**src/rtl/generar_ficha_if.sv**
```systemverilog
// generar_ficha_if
//   Bundles the spawn request, its operands and the spawn result between the
//   game controller side (master) and the tile spawner (slave).
//
//   Handshake: start is a one-cycle (or held) request. The slave samples it
//   only while idle. There is no ready signal; a start seen while busy=1 is
//   dropped, not queued. Completion is a single-cycle done pulse. While done=1,
//   matriz_salida is valid and sin_espacio tells whether the board was left
//   unchanged. The operands are captured on the accepting edge, so the master
//   may change them freely afterwards.
//
//   Signals
//     start           master->slave  spawn request
//     matriz_entrada  master->slave  board [row][col], 0 = empty cell
//     lista           master->slave  empty-cell indices (4*row+col)
//     contador        master->slave  number of valid entries in lista (signed)
//     matriz_salida   slave->master  board after spawn, held between operations
//     busy            slave->master  operation in flight
//     done            slave->master  one-cycle completion pulse
//     sin_espacio     slave->master  pulses with done when nothing was written
`timescale 1ns/1ps
interface generar_ficha_if;
  logic                       start;
  logic [3:0][3:0][31:0]      matriz_entrada;
  logic [15:0][31:0]          lista;
  logic signed [31:0]         contador;
  logic [3:0][3:0][31:0]      matriz_salida;
  logic                       busy;
  logic                       done;
  logic                       sin_espacio;

  modport master (
    output start, matriz_entrada, lista, contador,
    input  matriz_salida, busy, done, sin_espacio
  );

  modport slave (
    input  start, matriz_entrada, lista, contador,
    output matriz_salida, busy, done, sin_espacio
  );
endinterface

```
**src/rtl/generar_ficha.sv**
```systemverilog
// generar_ficha
//   Spawns a new 2 or 4 tile on the 4x4 board. The cell is picked
//   pseudo-randomly from the empty-cell list supplied by the upstream finder,
//   using a free-running 16-bit Fibonacci LFSR (taps 16,14,13,11).
//
//   Ports
//     clk          clock, rising edge
//     rst_n        asynchronous active-low reset
//     bus          generar_ficha_if.slave (start/operands in, result out)
//     o_dbg_state  current FSM state
//     o_dbg_lfsr   current LFSR value
`timescale 1ns/1ps
module generar_ficha #(
  parameter logic [15:0] SEED      = 16'hACE1,
  parameter logic [3:0]  P4_THRESH = 4'd2
) (
  input  logic              clk,
  input  logic              rst_n,
  generar_ficha_if.slave    bus,
  output logic [2:0]        o_dbg_state,
  output logic [15:0]       o_dbg_lfsr
);

  typedef enum logic [2:0] {
    S_IDLE     = 3'd0,
    S_CAPTURA  = 3'd1,
    S_ELEGIR   = 3'd2,
    S_ESCRIBIR = 3'd3,
    S_FIN      = 3'd4
  } state_t;

  state_t                r_state;
  state_t                w_next;

  logic [15:0]           r_lfsr;
  logic                  w_fb;

  logic [3:0][3:0][31:0] r_matriz;
  logic [15:0][31:0]     r_lista;
  logic signed [31:0]    r_contador;
  logic [4:0]            r_cnt;
  logic [3:0]            r_pos;
  logic                  r_pos_ok;
  logic                  r_es4;
  logic                  r_sin_pend;
  logic [3:0][3:0][31:0] r_mat_sal;
  logic                  r_done;
  logic                  r_sin;

  logic [4:0]            w_cnt;
  logic [4:0]            w_div;
  logic [3:0]            w_sel;
  logic [31:0]           w_pos_raw;
  logic [31:0]           w_valor;
  logic                  w_write_ok;

  // LFSR runs every cycle, independent of the FSM. A zero value would lock
  // it up, so it reloads the seed instead.
  assign w_fb = r_lfsr[0] ^ r_lfsr[2] ^ r_lfsr[3] ^ r_lfsr[5];

  always_ff @(posedge clk or negedge rst_n) begin
    if (!rst_n)              r_lfsr <= SEED;
    else if (r_lfsr == 16'd0) r_lfsr <= SEED;
    else                     r_lfsr <= {w_fb, r_lfsr[15:1]};
  end

  // Count clamp: negative or zero means no space, above 16 is saturated.
  always_comb begin
    w_cnt = 5'd0;
    if (r_contador <= 0)       w_cnt = 5'd0;
    else if (r_contador > 16)  w_cnt = 5'd16;
    else                       w_cnt = r_contador[4:0];
  end

  // Divisor forced nonzero outside ELEGIR so the modulo never divides by 0.
  assign w_div      = (r_cnt == 5'd0) ? 5'd1 : r_cnt;
  assign w_sel      = 4'(r_lfsr[7:0] % {3'b000, w_div});
  assign w_pos_raw  = r_lista[w_sel];
  assign w_valor    = r_es4 ? 32'd4 : 32'd2;
  assign w_write_ok = r_pos_ok && (r_matriz[r_pos[3:2]][r_pos[1:0]] == 32'd0);

  // FSM state register
  always_ff @(posedge clk or negedge rst_n) begin
    if (!rst_n) r_state <= S_IDLE;
    else        r_state <= w_next;
  end

  // FSM next state
  always_comb begin
    w_next = r_state;
    case (r_state)
      S_IDLE:     if (bus.start) w_next = S_CAPTURA;
      S_CAPTURA:  w_next = (w_cnt == 5'd0) ? S_FIN : S_ELEGIR;
      S_ELEGIR:   w_next = S_ESCRIBIR;
      S_ESCRIBIR: w_next = S_FIN;
      S_FIN:      w_next = S_IDLE;
      default:    w_next = S_IDLE;
    endcase
  end

  // Datapath. done/sin_espacio are registered on the edge leaving FIN, so the
  // pulse coincides with the first idle cycle and busy already low.
  always_ff @(posedge clk or negedge rst_n) begin
    if (!rst_n) begin
      r_matriz   <= '0;
      r_lista    <= '0;
      r_contador <= '0;
      r_cnt      <= '0;
      r_pos      <= '0;
      r_pos_ok   <= 1'b0;
      r_es4      <= 1'b0;
      r_sin_pend <= 1'b0;
      r_mat_sal  <= '0;
      r_done     <= 1'b0;
      r_sin      <= 1'b0;
    end else begin
      r_done <= 1'b0;
      r_sin  <= 1'b0;
      case (r_state)
        S_IDLE: begin
          if (bus.start) begin
            r_matriz   <= bus.matriz_entrada;
            r_lista    <= bus.lista;
            r_contador <= bus.contador;
            r_sin_pend <= 1'b0;
          end
        end
        S_CAPTURA: begin
          r_cnt <= w_cnt;
          if (w_cnt == 5'd0) begin
            r_mat_sal  <= r_matriz;
            r_sin_pend <= 1'b1;
          end
        end
        S_ELEGIR: begin
          // Unsigned compare also rejects negative indices.
          r_pos    <= w_pos_raw[3:0];
          r_pos_ok <= (w_pos_raw < 32'd16);
          r_es4    <= (r_lfsr[15:12] < P4_THRESH);
        end
        S_ESCRIBIR: begin
          r_mat_sal <= r_matriz;
          if (w_write_ok) r_mat_sal[r_pos[3:2]][r_pos[1:0]] <= w_valor;
          else            r_sin_pend <= 1'b1;
        end
        S_FIN: begin
          r_done <= 1'b1;
          r_sin  <= r_sin_pend;
        end
        default: ;
      endcase
    end
  end

  assign bus.matriz_salida = r_mat_sal;
  assign bus.busy          = (r_state != S_IDLE);
  assign bus.done          = r_done;
  assign bus.sin_espacio   = r_sin;
  assign o_dbg_state       = r_state;
  assign o_dbg_lfsr        = r_lfsr;

endmodule
```
**src/flat_wrapper.sv**
```systemverilog
// flat-port wrapper written by rule: the top's interface ports become plain ports
module generar_ficha_flat 
#(
  parameter logic [15:0] SEED      = 16'hACE1,
  parameter logic [3:0]  P4_THRESH = 4'd2
)
  (clk, rst_n, o_dbg_state, o_dbg_lfsr, bus_start, bus_matriz_entrada, bus_lista, bus_contador, bus_matriz_salida, bus_busy, bus_done, bus_sin_espacio);
  generar_ficha_if bus_i ();
  input  logic clk;
  input  logic rst_n;
  output logic [2:0] o_dbg_state;
  output logic [15:0] o_dbg_lfsr;
  input wire logic [$bits(bus_i.start)-1:0] bus_start;
  input wire logic [$bits(bus_i.matriz_entrada)-1:0] bus_matriz_entrada;
  input wire logic [$bits(bus_i.lista)-1:0] bus_lista;
  input wire logic [$bits(bus_i.contador)-1:0] bus_contador;
  output wire logic [$bits(bus_i.matriz_salida)-1:0] bus_matriz_salida;
  output wire logic [$bits(bus_i.busy)-1:0] bus_busy;
  output wire logic [$bits(bus_i.done)-1:0] bus_done;
  output wire logic [$bits(bus_i.sin_espacio)-1:0] bus_sin_espacio;
  assign bus_i.start = bus_start;
  assign bus_i.matriz_entrada = bus_matriz_entrada;
  assign bus_i.lista = bus_lista;
  assign bus_i.contador = bus_contador;
  assign bus_matriz_salida = bus_i.matriz_salida;
  assign bus_busy = bus_i.busy;
  assign bus_done = bus_i.done;
  assign bus_sin_espacio = bus_i.sin_espacio;
  generar_ficha #(.SEED(SEED), .P4_THRESH(P4_THRESH)) u_core (.clk(clk), .rst_n(rst_n), .bus(bus_i), .o_dbg_state(o_dbg_state), .o_dbg_lfsr(o_dbg_lfsr));
endmodule
```
**config.mk**
```make
export PLATFORM = sky130hd
export DESIGN_NAME = generar_ficha_flat
export DESIGN_NICKNAME = d
export VERILOG_FILES = /design/src/rtl/generar_ficha_if.sv /design/src/rtl/generar_ficha.sv /design/src/flat_wrapper.sv
export SDC_FILE = /design/constraint.sdc
export NUM_CORES = 2
export LEC_CHECK = 0
export BUFFER_PORTS_ARGS = -buffer_cell sky130_fd_sc_hd__buf_4
export CAP_MARGIN = 20
export CORE_AREA = 2 2 618 620
export DETAILED_ROUTE_END_ITERATION = 12
export DIE_AREA = 0 0 620 622
export GPL_TIMING_DRIVEN = 1
export HOLD_SLACK_MARGIN = 0.08
export PLACE_DENSITY_LB_ADDON = 0.1
export SYNTH_ARGS = -nofsm -noshare
export SYNTH_HDL_FRONTEND = slang
export SYNTH_SLANG_ARGS = --single-unit
```
**constraint.sdc**
```tcl
create_clock -name clk -period 24.4 [get_ports clk]
set_input_delay 4.88 -clock clk [delete_from_list [all_inputs] [get_ports clk]]
set_output_delay 4.88 -clock clk [all_outputs]
set_load 0.02 [all_outputs]
```
# After elaboration in Yosys (flattened, before gate mapping)
# Index checks and enable logic that the tools add are counted.
[classes]
n_eq_ne = 7
div_mod_pow = 1
muxes = 28
n_bitwise = 3
magnitude_cmp = 9
n_reduce_logical = 14
[ops]
columns = ["cell", "n"]
rows = [
  ["two-way mux 512 bit", 2],
  ["case mux 512 bit (2 select lines)", 1],
  ["bitwise mux 512 bit", 1],
  ["binary-select mux 128 bit (select 2 bit)", 1],
  ["demux 128 bit (select 2 bit)", 1],
  ["two-way mux 128 bit", 2],
  ["binary-select mux 32 bit (select 4 bit)", 1],
  ["two-way mux 32 bit", 3],
  ["binary-select mux 32 bit (select 2 bit)", 1],
  ["demux 32 bit (select 2 bit)", 1],
  ["greater-than comparator 32 x 6 -> 1 bit (second input constant)", 1],
  ["less-or-equal comparator 32 x 1 -> 1 bit (second input constant)", 1],
  ["zero test 32 bit", 1],
  ["less-than comparator 32 x 5 -> 1 bit (second input constant)", 1],
  ["zero test 16 bit", 1],
  ["two-way mux 16 bit", 1],
  ["two-way mux 5 bit", 3],
  ["case mux 3 bit (4 select lines)", 1],
  ["zero test 5 bit", 2],
  ["two-way mux 3 bit", 3],
  ["remainder unit 8 x 5 -> 8 bit", 1],
  ["equality test 3 x 2 -> 1 bit (second input constant)", 2],
  ["less-than comparator 2 x 3 -> 1 bit (second input constant)", 2],
  ["nonzero test 3 bit", 2],
  ["15 further kinds", 26],
]
[word_totals]
in_bits = 1059
wordCells = 120
output_inout_bits = 534
regBits = 1601

# Logic depth before layout (Yosys ltp)
[logic_depth]
ltp_word = 9
depth_mapped = 63
depth_no_buf = 58

# Worst setup path after synthesis
# No wires, ideal clock.
[synth_path]
path_type = "reg-to-reg"
from = "reg u_core.r_cnt[4]"
to = "reg u_core.r_pos_ok"
period_less_slack_ns = 11.979
path_stages_with_launch = 56
required_ns = 24.331
path_slack_ns = 12.421
path_buffers = 2
arrival_ns = 11.910
setup_ns = 0.069
cell_sequence = "dfrtp_1 buf_6 nor4_4 or2_2 buf_2 inv_1 ha_1 nor4b_1 a211oi_1 or2_2 ha_1 or2_2 o311ai_1 o221ai_1 nand2_1 ha_1 a21oi_1 a211oi_1 [20 not listed] o31a_1 nor2_1 o21a_1 nand2_1 o21a_1 ha_1 a21bo_2 a21o_1 a21o_1 a21oi_1 o311ai_1 a2111o_1 mux2i_2 or4_1 o31ai_2 mux2i_1 o2bb2a_4 nand3_1"
[synth_via]
elab_chain_cells = 6
[synth_rtl]
columns = ["item", "line", "text"]
rows = [
  ["start, declared", "generar_ficha.sv:41", "logic [4:0] r_cnt;"],
  ["start signal, assigned", "generar_ficha.sv:129", "r_cnt <= w_cnt;"],
  ["zero test 5 bit", "generar_ficha.sv:76", "assign w_div = (r_cnt == 5'd0) ? 5'd1 : r_cnt;"],
  ["two-way mux 5 bit *", "generar_ficha.sv:76", ""],
  ["remainder unit 8 x 5 -> 8 bit *", "generar_ficha.sv:77", "assign w_sel = 4'(r_lfsr[7:0] % {3'b000, w_div});"],
  ["binary-select mux 32 bit (select 4 bit) *", "generar_ficha.sv:78", "assign w_pos_raw = r_lista[w_sel];"],
  ["two-way mux 32 bit (implied by the code) *", "generar_ficha.sv:78", ""],
  ["less-than comparator 32 x 5 -> 1 bit *", "generar_ficha.sv:138", "r_pos_ok <= (w_pos_raw < 32'd16);"],
  ["end signal, assigned", "generar_ficha.sv:138", ""],
  ["end, declared", "generar_ficha.sv:43", "logic r_pos_ok;"],
]
# Every way passes the cells marked *; elsewhere a longest branch is shown, timed or not. The select of a mux whose other input is x is not followed.
# A chain may end at the register's enable or synchronous reset.

# Worst setup path after layout
[layout_path]
from = "reg u_core.r_cnt[4]"
to = "reg u_core.r_pos[3]"
[layout_via]
elab_chain_cells = 5
[layout_rtl]
columns = ["item", "line", "text"]
rows = [
  ["zero test 5 bit", "generar_ficha.sv:76", ""],
  ["two-way mux 5 bit *", "generar_ficha.sv:76", ""],
  ["remainder unit 8 x 5 -> 8 bit *", "generar_ficha.sv:77", ""],
  ["binary-select mux 32 bit (select 4 bit) *", "generar_ficha.sv:78", ""],
  ["two-way mux 32 bit (implied by the code) *", "generar_ficha.sv:78", ""],
  ["end signal, assigned", "generar_ficha.sv:137", "r_pos <= w_pos_raw[3:0];"],
  ["end, declared", "generar_ficha.sv:42", "logic [3:0] r_pos;"],
]
# Marks and branches as above.

==> impl_metrics.toml <==
[run_status]
outcome = "completed"

[place]
dp_slack_ns = 9.064
place_hpwl_microns = 254100
gp_congestion = 0.8147
io_buffers = 1592

[power]
pwr-share-seq_pct = 28.2
clkPwrFrac_pct = 17.5
power_switching_mw = 8.006
internal_power_mw = 9.998
p_leak_nw = 40.44
combPwrFrac_pct = 54.2
p_per_area_mw_per_mm2 = 202.4
switching_share_pct = 44.47
ir_drop_v = 0.0009078

[detailed_routing]
drt-pass1-iter-count = 6
dr_total_vias = 47290
viasPerCell = 3.916
wirelength_microns = 324500
ant_nets = 0
wl_per_cell_microns = 26.87
drc = 0
first_iter_violations = 2096

[clocking]
clk_pin_slew_ns = 0.06
clkLatencyLatePin_ns = 0.92
numCtsBuffers = 212
cts_max_level = 4
cts_tree = "done"
post_cts_buffers = 0
post_cts_resized = 0
cts_sinks = 1601
hold_buffers = 0
cts_root_buf = "clkbuf_16"
cts_max_path_buffers = 4

[timing]
clock_skew_ns = 0.08745
fin_crit_sh_pct = 61.01
hold_violations = 0
drv_slew = 0
fin_tns_setup_ns = 0
setup_slack_ns = 9.515
rsz0062_at_grt = "false"
setup_viol = 0
layout_min_cycle_time_ns = 14.89
maxSlewHeadroom_pct = 19.34
max_freq_mhz = 67.18
tightest_slew_ns = 1.179
hold_slack_ns = 0.3932

[min_path]
hp-class = "reg2reg"
min-delay-start = "u_core.o_dbg_lfsr[13]"

[synth]
ys_types = 74
synth_cells = 5233
ys_seq_elements = 1601
synth_edf_count = 0
post-synth-top-count-cell = "dfrtp_1"
syn_nets = 6320
yosysTopAreaCellShare_pct = 62.35
avgSynthCellArea_sq_um = 12.22
synth_area_leaders = "dfrtp_1, mux2_2, nand2_1"
synth_top_cell_by_area = "dfrtp_1"
synth_commonest_cells = "dfrtp_1, nand2_1, mux2_2, clkbuf_1, nor4_1"
ys_warn_count = 0
ys_async_sr_fraction_pct = 100.0
yosysSeqAreaShare_pct = 62.68
synthFlopType = "dfrtp_1"
synth.cell_area_sq_mm = 0.06393

[critical_path]
worstReg2RegStart = "u_core.r_cnt[4]"
cp.required_ns = 25.18
max_stage_delay_ns = 0.61
worstPathMaxFanout = 20
setup.worst_path.end_class = "flop"
worstPathArrival_ns = 15.66
cp_slowest_cell = "a21oi_4"
startpoint = "u_core.r_cnt[4]"
crit_buf_inv = 3
crit_top_cell = "ha_1"
worst_setup_path_start_kind = "flop"
crit_type = "reg2reg"
cp_top_family = "compound AO/OA/AOI/OAI gates"

[floorplanning]
initial_core_util_pct = 16.90
num_io_pins = 1593
die_w_microns = 620
die_y_microns = 622
rows = 226
die_area_sq_mm = 0.3856
core_sq_mm = 0.3783

[grt]
grt_pass1_vias = 49920
gr-max-usage-layer = "met2"
grt_start_max_net_pins = 167
overflow = 0
met2_usage_pct = 29.44
met1_usage_pct = 17.64
grt_first_pass_wirelength_microns = 438300
gr-usage-met3_pct = 5.833
antenna_found_initial = 174
gr-usage-all-layers_pct = 16.32

[run]
max_cap_violations = 0

[cells_and_area]
fillers = 40660
syn2layout_area_growth_pct = 39.13
nNetsFinal = 7931
drive_above_1_share_pct = 44.08
==> cell families (layout without fill, tap and decap cells) <==
group                      Yosys count  after routing  synth area share [%]
and+or+nand+nor                   1996           1996                 13.38
DFF                               1601           1601                 62.68
AOI/OAI and AO/OA                  207            207                 2.104
buffers and inverters              284           2064                 1.726
adders and majority gates           28             28                0.5597
other                                0             47                     0
muxes                             1103           1103                 19.36
xor gates and xnor gates            14             14                0.1918
==> final cells by class <==
class                   count  area (sq um)  area share, %
diodes                     47         117.6         0.1322
clock buffers             341          6475          7.279
clock inverters            42         478.0         0.5373
inverters                  18         75.07        0.08440
multi-input cells        3348         22860          25.70
flip-flops and latches   1601         40080          45.06
well taps                5016          6276          7.056
repair buffers           1663         12590          14.15
==> registers in the layout, summed over array words and instances (netlist names) <==
name,cells
u_core.bus.matriz_salida,512
u_core.r_lista,512
u_core.r_matriz,512
u_core.r_contador,32
u_core.o_dbg_lfsr,16
u_core.r_cnt,5
u_core.r_pos,4
u_core.o_dbg_state,3
u_core.bus.done,1
u_core.bus.sin_espacio,1
u_core.r_es4,1
u_core.r_pos_ok,1
u_core.r_sin_pend,1
==> power by group through the flow <==
stage / Sequential (mW) / Clock, mW / Combinational [mW]
after CTS: 5.14 / 3.29 / 9.85
after global placement: 5.16 / 0 / 9.78
after floorplan: 5.11 / 0 / 6.54
after detailed placement: 5.18 / 0 / 9.81
after global routing: 5.27 / 3.39 / 10.7
final: 5.08 / 3.16 / 9.76
==> cells in the final DEF (no fill, tap or decap), drive strengths merged, types with 9 or more instances in the layout <==
cell    count
a211oi     12
a21o       10
a21oi      54
a31oi      12
a32oi       9
buf      1662
clkbuf    342
clkinv     29
dfrtp    1593
diode      47
ha         27
inv        23
mux2     1062
mux2i      41
nand2    1525
nand3      27
nand4      51
nor2       57
nor3       18
nor4      248
o21a       12
o21ai      56
or2        10
or4        11
xnor2      10
==> stage by stage <==
| stage | cells | util, % | cell area [sq um] | power, mW |
|---|---|---|---|---|
| final | 12080 | 23.51 | 88950 | 18.00 |
| after CTS | 12030 | 23.47 | 88810 | 18.28 |
| after global placement | 11640 | 21.63 | 81850 | 14.94 |
| after detailed placement | 11640 | 21.63 | 81850 | 14.99 |
| after global routing | 12040 | 23.49 | 88870 | 19.35 |
| after floorplan | 5233 | - | 63930 | 11.65 |
==> routing by layer <==
| metal | wire [microns] | up-vias |
|---|---|---|
| li1 | - | 21360 |
| met1 | 120500 | 23820 |
| met2 | 166400 | 1373 |
| met3 | 26090 | 572 |
| met4 | 10540 | 162 |
| met5 | 1009 | - |
==> worst reg2reg max path: cells and delay by family, from the launching register on <==
family	cells	cell delay, ns
AOI/OAI and AO/OA	23	6.69
and+or+nand+nor	16	3.27
adders and majority gates	7	2.21
muxes	3	1.19
buffers and inverters	3	0.55
DFF	1	0.53
xor gates and xnor gates	1	0.39
==> final timing paths <==
kind / slack (ns) / depth (start not counted) / endpoint
max: 9.51 / 53 / u_core.r_pos[3]
min: 0.39 / 0 / u_core.o_dbg_lfsr[12]
max reg2reg: 9.51 / 53 / u_core.r_pos[3]
min reg2reg: 0.39 / 0 / u_core.o_dbg_lfsr[12]
max in group asynchronous: 15.91 / 6 / u_core.r_matriz[108]
min in group asynchronous: 3.86 / 1 / u_core.bus.matriz_salida[438]
Note: power is estimated with default switching activity, not from simulation.
